<file path="src/rtl/div_seq_ctrl.sv">
// Sequential restoring divider: one quotient bit per cycle through a single
// compare/subtract step, results returned with a one-cycle done pulse.
module div_seq_ctrl #(
  parameter int WIDTH = 4
) (
  input  logic             clk,
  input  logic             rst_n,
  input  logic             start,
  input  logic [WIDTH-1:0] dividend,
  input  logic [WIDTH-1:0] divisor,
  output logic             busy,
  output logic             done,
  output logic [WIDTH-1:0] quotient,
  output logic [WIDTH-1:0] remainder,
  output logic             div_by_zero
);

  // state | meaning
  // IDLE  | waiting for start
  // CALC  | one restoring step per cycle, WIDTH cycles
  // DONE  | results valid, done pulse, start ignored
  typedef enum logic [1:0] {
    IDLE = 2'd0,
    CALC = 2'd1,
    DONE = 2'd2
  } state_t;

  localparam int CW = $clog2(WIDTH);
  localparam logic [CW-1:0] CNT_LAST = CW'(WIDTH - 1);

  state_t           state, state_nxt;
  logic [WIDTH-1:0] q_sh;
  logic [WIDTH-1:0] d_reg;
  logic [WIDTH:0]   r_acc;
  logic [CW-1:0]    cnt;

  logic [WIDTH:0]   t;
  logic [WIDTH:0]   r_step;
  logic [WIDTH-1:0] q_step;
  logic             bit_q;

  // A set top accumulator bit would mean the shifted value already exceeds any divisor.
  always_comb begin
    t      = {r_acc[WIDTH-1:0], q_sh[WIDTH-1]};
    bit_q  = r_acc[WIDTH] || (t >= {1'b0, d_reg});
    r_step = bit_q ? (t - {1'b0, d_reg}) : t;
    q_step = {q_sh[WIDTH-2:0], bit_q};
  end

  always_ff @(posedge clk) begin
    if (!rst_n) state <= IDLE;
    else        state <= state_nxt;
  end

  always_comb begin
    state_nxt = state;
    busy      = (state != IDLE);
    done      = (state == DONE);
    case (state)
      IDLE: begin
        if (start) state_nxt = (divisor == '0) ? DONE : CALC;
      end
      CALC: begin
        if (cnt == CNT_LAST) state_nxt = DONE;
      end
      DONE:    state_nxt = IDLE;
      default: state_nxt = IDLE;
    endcase
  end

  always_ff @(posedge clk) begin
    if (!rst_n) begin
      q_sh        <= '0;
      d_reg       <= '0;
      r_acc       <= '0;
      cnt         <= '0;
      quotient    <= '0;
      remainder   <= '0;
      div_by_zero <= 1'b0;
    end else begin
      case (state)
        IDLE: begin
          if (start) begin
            if (divisor != '0) begin
              q_sh  <= dividend;
              d_reg <= divisor;
              r_acc <= '0;
              cnt   <= '0;
            end else begin
              quotient    <= '1;
              remainder   <= dividend;
              div_by_zero <= 1'b1;
            end
          end
        end
        CALC: begin
          q_sh  <= q_step;
          r_acc <= r_step;
          cnt   <= cnt + CW'(1);
          // Results are captured from the final step so they are valid with done.
          if (cnt == CNT_LAST) begin
            quotient    <= q_step;
            remainder   <= r_step[WIDTH-1:0];
            div_by_zero <= 1'b0;
          end
        end
        default: ;
      endcase
    end
  end

endmodule

</file>
<file path="config.mk">
export PLATFORM = sky130hd
export DESIGN_NAME = div_seq_ctrl
export DESIGN_NICKNAME = d
export VERILOG_FILES = /design/src/rtl/div_seq_ctrl.sv
export SDC_FILE = /design/constraint.sdc
export NUM_CORES = 1
export LEC_CHECK = 0
export ABC_AREA = 1
export CORE_MARGIN = 8
export CORE_UTILIZATION = 47
export CTS_CLUSTER_SIZE = 16
export DETAILED_ROUTE_END_ITERATION = 10
export PLACE_DENSITY = 0.79
export RECOVER_POWER = 25
export REMOVE_ABC_BUFFERS = 1
export SYNTH_ARGS = -nofsm -noshare
export SYNTH_HDL_FRONTEND = slang
export SYNTH_SLANG_ARGS = --single-unit
</file>
<file path="constraint.sdc">
create_clock -name clk -period 1.5 [get_ports clk]
set_clock_uncertainty 0.05 [all_clocks]
set_input_delay 0.45 -clock clk [delete_from_list [all_inputs] [get_ports clk]]
set_output_delay 0.45 -clock clk [all_outputs]
set_load 0.1 [all_outputs]
</file>
Yosys cells after proc, flatten, opt, wreduce, memory -nomap -nowiden

Cells that the tools add are included.

Add/sub/neg operators: 2
Multiply operators: 0
Div/mod/pow operators: 0
$lt $le $gt $ge: 1
Equality and inequality tests: 7
Shift-type cells: 0
Multiplexer cells: 26
Bitwise logic cells: 0
Reductions and logical operators: 10

Operators with widths:

| kind                  | number |
|---|---|
| $mux W4               | 8 |
| $pmux W4 S2           | 3 |
| $mux W5               | 3 |
| $mux W2               | 5 |
| $pmux W5 S2           | 1 |
| $ne A2 B2 Y1 const B  | 4 |
| $pmux W2 S2           | 2 |
| $reduce_and A3 Y1     | 2 |
| $ge A5 B4 Y1          | 1 |
| $sub A5 B4 Y5         | 1 |
| $eq A2 B2 Y1 const B  | 2 |
| $logic_not A4 Y1      | 1 |
| $reduce_and A4 Y1     | 1 |
| $reduce_bool A2 Y1    | 2 |
| $reduce_bool A4 Y1    | 1 |
| $mux W1               | 3 |
| $add A2 B1 Y2 const B | 1 |
| $eq A2 B1 Y1 const B  | 1 |
| $logic_not A2 Y1      | 1 |
| $pmux W1 S2           | 1 |
| $reduce_and A2 Y1     | 1 |
| $logic_or A1 B1 Y1    | 1 |

Register bits: 26
Bits in latches: 0
RAM bits: 0
Memory bits (read-only): 0
Bits of input ports: 11
Output and inout port bits: 11
Logic and storage cells: 54
Memories kept: 0

Logic depth before layout (Yosys ltp)

Gate-level depths: netlist (run 1).

Word-level depth: 5
Depth in mapped cells: 11
Mapped depth without buffers: 11

Worst setup path before layout (run 1)

OpenSTA, ideal clock, no wires.

Kind: reg-to-output
From: register state[1]
To: output done
Data arrival time: 1.670 ns
Required time: 1.000 ns
Setup slack: -0.670 ns
Stages on the path, launching flop included: 3
Path buffers: 0
Cells stage by stage: dfxtp_1 inv_2 nor2_1

Word-level cells in the longest chain between the ends: 1

RTL lines:

| what                   | RTL line | text |
|---|---|---|
| start, declared        | 31       | `state_t state, state_nxt;` |
| start signal, assigned | 52       | `else state <= state_nxt;` |
| $eq A2 B2 Y1           | 58       | `done = (state == DONE);` |
| end, declared          | 12       | `output logic done,` |

No other way between the ends.

Worst setup path after layout (run 1)

From: register q_sh[3]
To: register remainder[1]

Word-level cells in the longest chain between the ends: 5
Elaborated cells between the ends (all ways): 6
Those cells by class: add/sub: 1; order compare: 1; mux: 3; reduce/logical: 1

RTL lines:

| what                   | RTL line | text |
|---|---|---|
| start, declared        | 32       | `logic [WIDTH-1:0] q_sh;` |
| start signal, assigned | 85       | `q_sh <= dividend;` |
| start signal, assigned | 97       | `q_sh <= q_step;` |
| $ge A5 B4 Y1           | 45       | `bit_q = r_acc[WIDTH] \|\| (t >= {1'b0, d_reg});` |
| $logic_or A1 B1 Y1     | 45       |  |
| $mux W5 (*)            | 46       | `r_step = bit_q ? (t - {1'b0, d_reg}) : t;` |
| $mux W4 (*)            | 101      | `if (cnt == CNT_LAST) begin` |
| $pmux W4 S2 (*)        | 81       | `case (state)` |
| end signal, assigned   | 91       | `remainder <= dividend;` |
| end signal, assigned   | 103      | `remainder <= r_step[WIDTH-1:0];` |
| end, declared          | 14       | `output logic [WIDTH-1:0] remainder,` |

Mark *: on every way between the ends. The rest lies on a longest branch, timed or not. The select of a mux whose other input is x is not followed.
A chain may end at the register's enable or synchronous reset.

==> summary.md, run 1 <==
| Metric | Value |
|---|---|
| Run status | complete, but fails checks |
| Failing checks | setup timing |
| CTS tree | done |
| Initial antenna violation count | 0 |
| Final setup TNS | -1.05 ns |
| Startpoint type of the worst setup path | register |
| Initial DRC Count | 165 |
| Post-place setup slack | -0.467 ns |
| Crit-path most repeated cell | nor2_4 |
| Final WS setup | -0.172 ns |
| Hold-fix buffers, CTS | 0 |
| Pleak | 1.10 nW |
| Most flops, register | r_acc |
| Hold endpoint | d_reg[2]$_SDFFE_PN0P_ |
| Setup crit start | q_sh[3]$_SDFFE_PN0P_ |
| Minimum clock period after layout | 1.67 ns |
| RSZ-0062 raised after global routing | yes |
| Worst-Margin Slew | 0.314 ns |
| Total track usage | 0.180 |
| Fillers | 155 |
| Clock latency on the worst-skew pair | 0.33 ns |
| Commonest non-fill, non-tap cells in the layout | inv_1 (30), nand2_1 (30), buf_4 (30), dfxtp_1 (18), nor2_1 (16) |
| GR Overflow Total | 0 |
| Total number of vias | 1660 |
| Max Freq | 598 MHz |
| Die Area | 4920 um^2 |
| Reg clk slew, reported paths | 0.15 ns |
| Max reg flops | 5 |
| Crit-path cells | inv_2, ha_4, nand2_2, nor2_4, nor2_4, buf_4, nand4_1, nand3_2, nand2_1, inv_1 |
| Reg-to-Reg Start | q_sh[3]$_SDFFE_PN0P_ |
| Worst r2r dst | remainder[1]$_SDFFE_PN0P_ |
| Drt first pass iters | 4 |
| Utilization after layout | 0.820 |
| Final #Nets | 277 |
| Vias per inst | 5.72 |
| Critical Path Sink Type | register |
| Leading area contributor after synthesis | dfxtp_1 |
| CTS buffer count | 3 |
| Post-synth top area share | 0.378 |
| H-tree depth | 1 |
| Critical path arrival | 1.87 ns |
| Area grow syn2layout | 65.6% |
| Num rows | 19 |
| VDD IR-drop max | 1.19 mV |
| Worst Hold Class | input pin to register |
| Number of top-level pins | 22 |
| ANT cells | 0 |
| Core Region | 2780 um^2 |
| CP max stage delay | 0.38 ns |
| Length in cells of the worst reg-to-reg path | 10 |
| Post-Route WL | 5290 um |
| Pwr Density | 1270 nW/um^2 |
| Critical path data required time | 1.70 ns |
| Flops & latches, synth | 26 |
| Hold Path Origin | divisor[2] |
| Reg-to-reg setup timing slack | -0.17 ns |
| DR WL/cell | 18.2 um |
| First-pass GRT wire length | 7340 um |
| Clock Path Buffers | 2 |
| Instance count of the mapped netlist | 201 |
| IO buf count | 21 |
| Sequential-to-total area share from yosys stat | 0.378 |
| Vias in the first global route | 1575 |
| Die height | 70.1 um |
| Max FO, Critical Path | 3 |
| DRT antenna net count | 0 |
| Root Buffer | clkbuf_4 |
| Post-synth cell types | 24 |
| Placer Congestion | 0.817 |
| Layout cells sized above 1 | 0.398 |
| Clk sinks | 26 |
| Mean area per synthesized cell | 6.85 um^2 |
| Post-Syn Area | 1380 um^2 |
| Max-Cap Viols | 0 |
| Final HPWL from detailed placement | 2600 um |
| Starting Density | 0.495 |
| Final Cycle Share | 1.11 |
| Slew Viols, Final | 0 |
| Largest net degree at the start of global routing | 18 |
| Area contributors post-synth | dfxtp_1 (38%), inv_1 (10%), nand2_1 (9.3%), a21oi_1 (6.5%), nor2_1 (6.0%) |
| Crit Path Class | register to register |
| Drc violations | 0 |
| Relative slew slack | 0.789 |
| Chip width | 70.1 um |
| Hold depth | 3 |
| Yosys Warn Count | 0 |
| Hold Vio Cnt, Final | 0 |
| Slowest cell on crit path | dfxtp_2 |
| Final setup fails | 15 |
==> routing by layer <==
layer,up-vias,GRT usage,share of wire
li1,757,-,-
met1,761,0.192,0.36
met2,110,0.331,0.52
met3,32,0.0311,0.074
met4,0,0.0848,0.053
met5,-,0,0
==> repair_timing <==
action | 4_1_cts | 5_1_grt
endpoints found under the setup margin | 19 | 27
buffers inserted | 8 | 8
pin swaps | 17 | 20
resized for setup | 43 | 31
cloned | 1 | 0
==> cell type report <==
cell class / count / area, um^2 / area share
multi-input cells: 129 / 871 / 0.382
repair buffers: 58 / 623 / 0.273
flip-flops and latches: 26 / 536 / 0.235
inverters: 42 / 160 / 0.0702
well taps: 31 / 38.8 / 0.0170
clock inverters: 1 / 30.0 / 0.0132
clock buffers: 3 / 22.5 / 0.00987
==> metrics by stage <==
step	instances	power [mW]	hold WS, ns	area [um^2]
3_3_place_gp	269	1.94	0.395	1860
6_report	290	2.90	0.431	2280
5_1_grt	290	3.01	0.462	2280
2_1_floorplan	196	1.50	0.377	1340
4_1_cts	282	2.64	0.439	2130
3_5_place_dp	269	1.97	0.398	1860
==> cell families (layout without fill, tap and decap cells) <==
kind of cell	after synthesis	after routing	synth area share
flip-flops	26	26	0.378
AND/OR/NAND/NOR	87	88	0.291
adder cells (fa/ha/maj)	6	6	0.0599
AO/OA/AOI/OAI	34	34	0.125
buffers and inverters	47	104	0.140
XOR/XNOR	1	1	0.00636
==> cell usage after synthesis (all sizes together) <==
cell type,n
nand3,17
nand4,8
o211ai,1
clkinv,1
fa,1
a21oi,18
buf,3
inv,41
nor2,23
nand3b,1
ha,5
xnor2,1
dfxtp,26
nand2,37
clkbuf,2
nor3,1
o21ai,15
==> power by group <==
group	switching (mW)	internal (mW)
Clock	0.227	0.270
Sequential	0.0827	0.775
Combinational	0.899	0.646
==> worst max path at each step <==
stage / to / slack, ns / cells after the start
after floorplan: done / -0.67 / 2
after global placement: remainder[0]$_SDFFE_PN0P_ / -0.37 / 9
after detailed placement: remainder[1]$_SDFFE_PN0P_ / -0.47 / 9
after CTS: quotient[3]$_SDFFE_PN0P_ / -0.05 / 7
after global routing: remainder[1]$_SDFFE_PN0P_ / -0.23 / 10
final: remainder[1]$_SDFFE_PN0P_ / -0.17 / 10
==> worst max-delay path, delay by kind of cell (launching register included) <==
kind                     cells  cell delay [ns]
adder cells (fa/ha/maj)      1             0.27
buffers and inverters        3             0.25
flip-flops                   1             0.38
AND/OR/NAND/NOR              6             0.64
Power figures use the tool's default switching activity.
==> run 2: changes to the inputs <==
- CAP_MARGIN: unset -> 20
==> results of run 2 <==
Same layout as run 1: the final DEF is identical, and so are final timing and power.
==> run 3: changes to the inputs <==
- CORE_MARGIN: 8 -> 2
==> summary.md, run 3 (same netlist as run 1, synthesis figures left out) <==
| Metric | Value |
|---|---|
| Number of top-level pins | 22 (unchanged) |
| H-tree depth | 1 (unchanged) |
| Post-Route WL | 4070 um (-23%) |
| Largest net degree at the start of global routing | 18 (unchanged) |
| Run status | complete, but fails checks |
| Final #Nets | 266 (-4.0%) |
| CTS tree | done |
| Hold Vio Cnt, Final | 0 (unchanged) |
| Area occupied by multi-input gates | 841 um^2 (-3.4%) |
| Max FO, Critical Path | 2 (-1) |
| DR WL/cell | 14.6 um (-20%) |
| Die height | 58.1 um (-17%) |
| Reg-to-Reg Start | q_sh[3]$_SDFFE_PN0P_ |
| Final design instance area without fill | 2140 um^2 (-6.0%) |
| Vias in the first global route | 1463 (-7.1%) |
| Crit Path Class | register to register |
| Core Region | 2780 um^2 (unchanged) |
| Grt peak-use layer | met2 |
| IO buf count | 21 (unchanged) |
| Total track usage | 0.239 (+0.0591) |
| Total number of vias | 1482 (-11%) |
| Max reg flops | 5 (unchanged) |
| GR Overflow Total | 0 (unchanged) |
| First-pass GRT wire length | 6290 um (-14%) |
| Length in cells of the worst reg-to-reg path | 8 (-2) |
| Hold Path Origin | divisor[0] |
| Commonest non-fill, non-tap cell in the layout | nand2_1 |
| Num rows | 19 (unchanged) |
| Cell Area, Placed | 1840 um^2 (-1.2%) |
| Fillers | 182 (+17%) |
| Hold endpoint | d_reg[0]$_SDFFE_PN0P_ |
| RSZ-0062 raised after global routing | yes |
| VDD IR-drop max | 0.973 mV (-18%) |
| Drt first pass iters | 4 (unchanged) |
| Pleak | 1.01 nW (-7.8%) |
| Worst r2r dst | remainder[2]$_SDFFE_PN0P_ |
| Layout cells sized above 1 | 0.367 (-0.0307) |
| Starting Density | 0.495 (unchanged) |
| Final HPWL from detailed placement | 2300 um (-12%) |
| Drc violations | 0 (unchanged) |
| Final Cycle Share | 1.06 (-0.0533) |
| CTS buffer count | 3 (unchanged) |
| Reg-to-reg setup timing slack | -0.09 ns (+0.08 ns) |
| Startpoint type of the worst setup path | register |
| Clk sinks | 26 (unchanged) |
| Hold depth | 3 (unchanged) |
| GR Layer Usage met2 | 0.404 (+0.0733) |
| Worst-Margin Slew | 0.311 ns (-0.00311 ns) |
| Chip width | 58.1 um (-17%) |
| Hold slack | 0.427 ns (-0.00405 ns) |
| Relative slew slack | 0.791 (+0.00208) |
| GR Layer Usage met1 | 0.302 (+0.110) |
| GRT met3 Usage | 0.0402 (+0.00911) |
| Max Freq | 628 MHz (+5.0%) |
| Final setup fails | 7 (-8) |
| Initial DRC Count | 48 (-71%) |
| Minimum clock period after layout | 1.59 ns (-0.0799 ns) |
| Initial antenna violation count | 0 (unchanged) |
| Max-Cap Viols | 0 (unchanged) |
| Final WS setup | -0.0926 ns (+0.0799 ns) |
| Slew Viols, Final | 0 (unchanged) |
| Vias per inst | 5.31 (-7.2%) |
| Placer Congestion | 0.828 (+1.3%) |
| Reg clk slew, reported paths | 0.16 ns (about the same) |
| Die Area | 3380 um^2 (-31%) |
| Post-place setup slack | -0.419 ns (+0.0479 ns) |
| Commonest non-fill, non-tap cells in the layout | nand2_1 (32), inv_1 (29), buf_4 (22), dfxtp_1 (17) |
| Critical path arrival | 1.85 ns (-0.02 ns) |
| Failing checks | setup timing |
| Root Buffer | clkbuf_4 |
| Clock latency on the worst-skew pair | 0.34 ns (about the same) |
| Critical Path Sink Type | register |
| ANT cells | 0 (unchanged) |
| Critical path data required time | 1.75 ns (+0.05 ns) |
| Sequential cell area | 537 um^2 (+0.23%) |
| Area grow syn2layout | 55.7% |
| Most flops, register | r_acc |
| DRT antenna net count | 0 (unchanged) |
| Worst Hold Class | input pin to register |
| Pwr Density | 1190 nW/um^2 (-6.4%) |
| Clock Path Buffers | 2 (unchanged) |
| Utilization after layout | 0.771 (-0.0490) |
-- run 3: cell types whose count changed in the layout (fill, tap and decap cells not counted), moves of 2 or more --
cell | previous run | this run
buf_4 | 30 | 22
buf_6 | 5 | 3
nand2_1 | 30 | 32
nand2_4 | 6 | 2
nand3_1 | 9 | 11
nand3_2 | 7 | 5
nor2_2 | 2 | 4
-- run 3: layout make-up --
type                            count  area share
Clock buffer                        4      0.0169
Inverter                           42      0.0758
Multi-Input combinational cell    129       0.392
Sequential cell                    26       0.250
Tap cell                           31      0.0181
Timing Repair Buffer               47       0.247
-- run 3: metrics by stage --
stage / instances / total power [mW] / setup TNS [ns]
floorplan: 196 / 1.50 / -1.19
global placement: 266 / 1.91 / -7.05
detailed placement: 266 / 1.93 / -7.74
CTS: 279 / 2.45 / -0.115
global route: 279 / 2.67 / -1.62
finish: 279 / 2.55 / -0.519
-- run 3: power breakdown --
group / leakage [nW] / internal, mW / total (mW) / switching (mW)
Combinational: 0.776 / 0.527 / 1.31 / 0.787
Clock: 0.0210 / 0.149 / 0.384 / 0.235
Sequential: 0.218 / 0.775 / 0.855 / 0.0792
-- run 3: worst max-delay path by stage --
stage | slack (ns) | depth (start not counted) | end | start
after floorplan | -0.67 | 2 | done | state[1]$_SDFFE_PN0P_
after global placement | -0.37 | 9 | remainder[0]$_SDFFE_PN0P_ | divisor[1]
after detailed placement | -0.42 | 9 | remainder[0]$_SDFFE_PN0P_ | divisor[1]
after CTS | -0.03 | 7 | r_acc[4]$_SDFFE_PN0P_ | q_sh[3]$_SDFFE_PN0P_
after global routing | -0.19 | 9 | remainder[1]$_SDFFE_PN0P_ | r_acc[1]$_SDFFE_PN0P_
final | -0.09 | 8 | remainder[2]$_SDFFE_PN0P_ | q_sh[3]$_SDFFE_PN0P_
-- run 3: timing repair --
item | in CTS | in global routing
buffers inserted | 8 | 0
resized for setup | 45 | 20
gates cloned | 1 | 0
endpoints found under the setup margin | 14 | 23
hold buffers | 0 | 0
pin swaps | 19 | 9
-- run 3: critical path: stages, from the launching register on --
cell and delay, ns:
dfxtp_2 0.38, inv_2 0.06, ha_4 0.16, fa_2 0.34, xnor2_1 0.21, nand3_1 0.15, nand3_1 0.11, nand2_1 0.06
inv_1 0.04
-- run 3: routing by layer --
metal / vias up / part of all wire
met4: 0 / 0.029
li1: 743 / -
met1: 668 / 0.41
met3: 17 / 0.046
met2: 54 / 0.52
met5: - / 0
